### config.mk
export PLATFORM = sky130hd
export DESIGN_NAME = reg_write_arbiter
export DESIGN_NICKNAME = d
export VERILOG_FILES = /design/src/rtl/reg_write_arbiter.sv
export SDC_FILE = /design/constraint.sdc
export NUM_CORES = 1
export LEC_CHECK = 0
export CAP_MARGIN = 20
export CORE_MARGIN = 1
export CORE_UTILIZATION = 43
export CTS_CLUSTER_DIAMETER = 40
export DETAILED_ROUTE_END_ITERATION = 6
export GPL_ROUTABILITY_DRIVEN = 0
export GPL_TIMING_DRIVEN = 0
export HOLD_SLACK_MARGIN = 0.03
export PLACE_DENSITY = 0.86
export SLEW_MARGIN = 0
export SYNTH_ARGS = -nofsm -noshare
export SYNTH_HDL_FRONTEND = slang
export SYNTH_SLANG_ARGS = --single-unit
### constraint.sdc
create_clock -name clk -period 4.1 [get_ports clk]
set_input_delay 0.41 -clock clk [delete_from_list [all_inputs] [get_ports clk]]
set_output_delay 0.41 -clock clk [all_outputs]
set_load 0.1 [all_outputs]
### src/rtl/reg_write_arbiter.sv
// reg_write_arbiter
//   Two-requester write arbiter in front of a register file, with a
//   full-file clear sweep. Requests are arbitrated round-robin: a lone
//   valid requester wins, and under contention the requester that did not
//   win last time wins. The register-file write port is registered, so an
//   accepted write appears on write_reg/w_addr/w_data the cycle after the
//   handshake. A clr_start pulse, when the arbiter is idle in ARB, starts a
//   sweep that writes zero to every address 0..NUM_REGS-1 on consecutive
//   cycles. No request is accepted during the sweep.
//
// Ports
//   clk                 rising-edge clock
//   reset               asynchronous, active-low reset
//   reqN_valid          requester N has a write pending (N = 0, 1)
//   reqN_addr/reqN_data requester N target address / write data
//   reqN_ready          requester N is accepted this cycle if valid
//   clr_start           single-cycle pulse requesting a full clear
//   clr_busy            clear sweep in progress
//   write_reg           register-file write enable
//   w_addr/w_data       register-file write address / data
//   last_grant          ID of the most recently accepted requester
module reg_write_arbiter #(
  parameter int ADDR_W   = 5,
  parameter int DATA_W   = 32,
  parameter int NUM_REGS = 32
) (
  input  logic              clk,
  input  logic              reset,
  input  logic              req0_valid,
  input  logic [ADDR_W-1:0] req0_addr,
  input  logic [DATA_W-1:0] req0_data,
  output logic              req0_ready,
  input  logic              req1_valid,
  input  logic [ADDR_W-1:0] req1_addr,
  input  logic [DATA_W-1:0] req1_data,
  output logic              req1_ready,
  input  logic              clr_start,
  output logic              clr_busy,
  output logic              write_reg,
  output logic [ADDR_W-1:0] w_addr,
  output logic [DATA_W-1:0] w_data,
  output logic              last_grant
);

  // One spare bit so the counter can never wrap inside a sweep.
  localparam int CNT_W = ADDR_W + 1;
  localparam logic [CNT_W-1:0] LAST_IDX = CNT_W'(NUM_REGS - 1);

  typedef enum logic {ARB, CLEAR} state_t;

  state_t            state_q, state_d;
  logic [CNT_W-1:0]  cnt_q, cnt_d;
  logic              last_grant_q, last_grant_d;
  logic              write_reg_q, write_reg_d;
  logic [ADDR_W-1:0] w_addr_q, w_addr_d;
  logic [DATA_W-1:0] w_data_q, w_data_d;
  logic              clr_busy_q, clr_busy_d;
  logic              grant0, grant1;

  // Grant decode. clr_start pre-empts any request in the same cycle, and
  // both readies are forced low while reset is held.
  always_comb begin
    grant0 = 1'b0;
    grant1 = 1'b0;
    if (state_q == ARB && !clr_start && reset) begin
      grant0 = req0_valid && (!req1_valid || last_grant_q);
      grant1 = req1_valid && (!req0_valid || !last_grant_q);
    end
  end

  assign req0_ready = grant0;
  assign req1_ready = grant1;

  always_comb begin
    state_d      = state_q;
    cnt_d        = cnt_q;
    last_grant_d = last_grant_q;
    write_reg_d  = 1'b0;
    w_addr_d     = w_addr_q;
    w_data_d     = w_data_q;
    clr_busy_d   = clr_busy_q;
    case (state_q)
      ARB: begin
        if (clr_start) begin
          // The first clear write (address 0) is loaded on the entry edge,
          // so the counter always names the address currently on w_addr.
          state_d     = CLEAR;
          cnt_d       = '0;
          write_reg_d = 1'b1;
          w_addr_d    = '0;
          w_data_d    = '0;
          clr_busy_d  = 1'b1;
        end else if (grant0) begin
          last_grant_d = 1'b0;
          write_reg_d  = 1'b1;
          w_addr_d     = req0_addr;
          w_data_d     = req0_data;
        end else if (grant1) begin
          last_grant_d = 1'b1;
          write_reg_d  = 1'b1;
          w_addr_d     = req1_addr;
          w_data_d     = req1_data;
        end
      end
      CLEAR: begin
        if (cnt_q == LAST_IDX) begin
          // Last clear write is on the outputs now; the next cycle is ARB
          // with no write, so a waiting request lands one cycle later.
          state_d    = ARB;
          clr_busy_d = 1'b0;
        end else begin
          cnt_d       = cnt_q + 1'b1;
          write_reg_d = 1'b1;
          w_addr_d    = ADDR_W'(cnt_q + 1'b1);
          w_data_d    = '0;
        end
      end
      default: state_d = ARB;
    endcase
  end

  always_ff @(posedge clk or negedge reset) begin
    if (!reset) begin
      state_q      <= ARB;
      cnt_q        <= '0;
      last_grant_q <= 1'b1;
      write_reg_q  <= 1'b0;
      w_addr_q     <= '0;
      w_data_q     <= '0;
      clr_busy_q   <= 1'b0;
    end else begin
      state_q      <= state_d;
      cnt_q        <= cnt_d;
      last_grant_q <= last_grant_d;
      write_reg_q  <= write_reg_d;
      w_addr_q     <= w_addr_d;
      w_data_q     <= w_data_d;
      clr_busy_q   <= clr_busy_d;
    end
  end

  assign clr_busy   = clr_busy_q;
  assign write_reg  = write_reg_q;
  assign w_addr     = w_addr_q;
  assign w_data     = w_data_q;
  assign last_grant = last_grant_q;

endmodule
==> out/metrics.csv <==
stage,metric,value,unit
status,status,"complete, no violations",
drt,Routed Antenna Nets,0,
clocking,hold buffers post-CTS,0,
place,hpwl dp,4690,µm
critical_path,CP startpoint kind,input pin,
timing,minimum clock period,3.20,ns
clocking,CTS Root Cell,clkbuf_8,
critical_path,Critical path destination,req1_ready,
timing,crit share post-route,78.1,%
final_layout,antenna cells,0,
drt,1st-pass router iterations,4,
timing,Max Freq,312,MHz
critical_path,critical path's most frequent cell,clkdlybuf4s50_1,
critical_path,worst reg-to-reg path cell count,6,
power,Tot Pwr,0.00179,W
flow_run,Max-cap violations,0,
global_route,antenna violations before repair,0,
place,I/O Buffers,120,
timing,Hold Worst Slack,0.0559,ns
global_route,GRT Util Overall,22.5,%
timing,Max Slew Vio Count,0,
clocking,Worst-Skew Late Latency,0.30,ns
clocking,H-tree levels,2,
floorplanning,I/O pin count,121,
timing,"Hold Vio Cnt, Final",0,
floorplanning,Die X-Extent,75.7,µm
final_layout,layout overhead on the synthesized area,59.3,%
floorplanning,die height,75.7,µm
timing,Final Setup Violations,0,
timing,Worst Clk Skew,0.0111,ns
synth,Yosys warning count,0,
final_layout,share of layout cells above drive strength 1,6.16,%
power,P per Cell Area,480,mW/mm²
clocking,Post-CTS Repair Setup Buffers,0,
critical_path,CP Cell Sequence,"clkdlybuf4s50_1, nor2_1, clkbuf_1, nand3_1, a21oi_1, clkdlybuf4s50_1",
critical_path,crit path launch,clr_start,
drt,via count,2165,
synth,Synth cell types,38,
critical_path,Crit path required time,3.69,ns
synth,syn avg cell area,10.2,µm²
critical_path,crit-path max FO,10,
clocking,CTS tree,built,
synth,syn nets,308,
global_route,grt ovf,0,
synth,sequential share of the synthesized area,50.4,%
timing,unrepaired setup endpoints after global routing,false,
clocking,CTS buffer count,5,
critical_path,CP endpoint kind,output port,
critical_path,reg2reg end,w_addr[1],
critical_path,Reg2Reg Setup Slack,2.35,ns
timing,pin slew with the least headroom to its limit,1.01,ns
drt,met1 WL,2340,µm
clocking,Clock transition at path regs,0.08,ns
timing,Slew HR,32.2,%
drt,vias per cell,5.07,
critical_path,CP Class,input pin to output port,
floorplanning,# rows,26,
synth,Seq cells post-synth,47,
final_layout,layout net count,436,
drt,Post-Route WL,6080,µm
critical_path,worst reg2reg startpoint,cnt_q[0],
floorplanning,DIE AREA,0.00573,mm²
critical_path,Arrival @ worst endpoint,2.79,ns
clocking,Clock Sink Count,47,
synth,Mapped Area,0.00234,mm²
drt,WL/cell,14.2,µm
clocking,post-cts sizing count,0,
floorplanning,Core Region,0.00517,mm²
power,Leak,1.69,nW
clocking,deepest clock path buffer count,2,
critical_path,slowest cell delay on critical path,1.14,ns
critical_path,critical path's slowest cell,clkdlybuf4s50_1,
global_route,first-pass GRT wire length,9400,µm
drt,Remaining DRCs,0,
global_route,vias in the first global route,2098,
power,Worst VDD drop,0.000329,V
worst_hold_path,worst min-delay path category,input pin to asynchronous set/reset pin,
global_route,largest net degree at the start of global routing,36,
drt,routed wl met3,551,µm
drt,initial detailed-routing violation count,157,
synth,Synth Instances,228,
drt,max layer used,met4,
floorplanning,Starting Density,45.2,%
final_layout,max reg flops,32,
drt,wire length on met2,3120,µm
## logic make-up (layout without fill, tap and decap cells)
kind of cell / after synthesis / count (layout) / share of synthesized area [%]
and+or+nand+nor: 65 / 65 / 12.7
AOI/OAI and AO/OA: 63 / 63 / 16.1
adders and majority gates: 1 / 1 / 0.536
muxes: 34 / 34 / 14.6
buffers and inverters: 16 / 145 / 4.98
xor gates and xnor gates: 2 / 2 / 0.750
DFF: 47 / 47 / 50.4
## cell usage after synthesis
cell type | n | area, µm²
nor2b_1 | 1 | 6.26
nor2b_4 | 1 | 13.8
o211ai_1 | 1 | 7.51
o22ai_4 | 1 | 20.0
nor2_1 | 6 | 22.5
a41oi_1 | 1 | 8.76
a32oi_2 | 1 | 16.3
xor2_1 | 1 | 8.76
inv_1 | 2 | 7.51
clkbuf_1 | 5 | 18.8
or3b_2 | 1 | 8.76
buf_6 | 6 | 67.6
buf_8 | 1 | 15.0
or2_1 | 2 | 12.5
xnor2_1 | 1 | 8.76
ha_1 | 1 | 12.5
o21a_1 | 1 | 7.51
mux2i_1 | 34 | 340
nor3_1 | 1 | 5.00
buf_1 | 1 | 3.75
a21o_1 | 1 | 7.51
o22ai_1 | 2 | 12.5
a21oi_1 | 6 | 30.0
a31oi_1 | 5 | 31.3
or4_1 | 1 | 7.51
nand2b_1 | 2 | 12.5
dfstp_2 | 1 | 26.3
a2bb2oi_1 | 1 | 8.76
inv_2 | 1 | 3.75
o21ai_0 | 9 | 45.0
and4_1 | 1 | 8.76
nand3_1 | 5 | 25.0
nand2_1 | 43 | 161
dfrtp_1 | 46 | 1150
o21ai_1 | 31 | 155
a22o_1 | 2 | 17.5
nand4_2 | 1 | 12.5
a22oi_1 | 1 | 7.51
## worst min path at each step
| stage | start | endpoint | slack [ns] | cells after the start |
|---|---|---|---|---|
| CTS | reset | w_data[12] | 0.06 | 1 |
| global route | reset | w_data[12] | 0.08 | 1 |
| floorplan | reset | clr_busy | 0.11 | 0 |
| detailed placement | reset | w_data[20] | 0.39 | 1 |
| global placement | w_data[25] | w_data[25] | 0.46 | 2 |
| finish | reset | w_data[12] | 0.06 | 1 |
## power breakdown
group	switching [W]	internal [W]	total (W)
combinational	0.000590	0.000308	0.000899
sequential	0.0000740	0.000549	0.000623
clock	0.000146	0.000120	0.000266
total	0.000810	0.000977	0.00179
## worst max-delay path, delay by kind of cell
family                 cells  cell delay [ns]
buffers and inverters      3             1.96
AO/OA/AOI/OAI              1             0.13
AND/OR/NAND/NOR            2             0.28
## layout make-up
cell class,instances,area (µm²)
sequential,47,1180
multi-input combinational,165,1040
clock buffer,7,76.3
timing repair buffer,121,1220
clock inverter,1,5.00
tap,70,87.6
inverter,3,11.3
buffer,13,105
fill,400,1450
## cell usage in the layout, fill, tap and decap left out, types with 2 or more instances in the layout
| cell | n |
|---|---|
| a21oi_1 | 6 |
| nand2_1 | 43 |
| o21ai_0 | 9 |
| mux2i_1 | 34 |
| inv_1 | 2 |
| clkbuf_8 | 5 |
| dfrtp_1 | 46 |
| or2_1 | 2 |
| nand2b_1 | 2 |
| clkbuf_1 | 7 |
| nor2_1 | 6 |
| nand3_1 | 5 |
| a22o_1 | 2 |
| a31oi_1 | 5 |
| o21ai_1 | 31 |
| buf_6 | 6 |
| o22ai_1 | 2 |
| clkdlybuf4s50_1 | 119 |
## stage by stage
step	setup WS (ns)	std cells	TNS, ns	utilization (%)	area [µm²]
after detailed placement	0.943	419	0	70.4	3640
after global routing	0.790	427	0	71.9	3720
after global placement	-0.625	418	-0.975	70.1	3620
after floorplan	0.523	228	0	-	2340
final	0.900	427	0	71.9	3720
after CTS	0.899	427	0	71.9	3720
## layer usage
layer  vias to the layer above  GRT usage [%]
met1                       991           25.0
met5                         -              0
met3                         5           7.14
met2                       104           40.8
met4                         0           7.20
li1                       1065              -
Power figures use the tool's default switching activity.
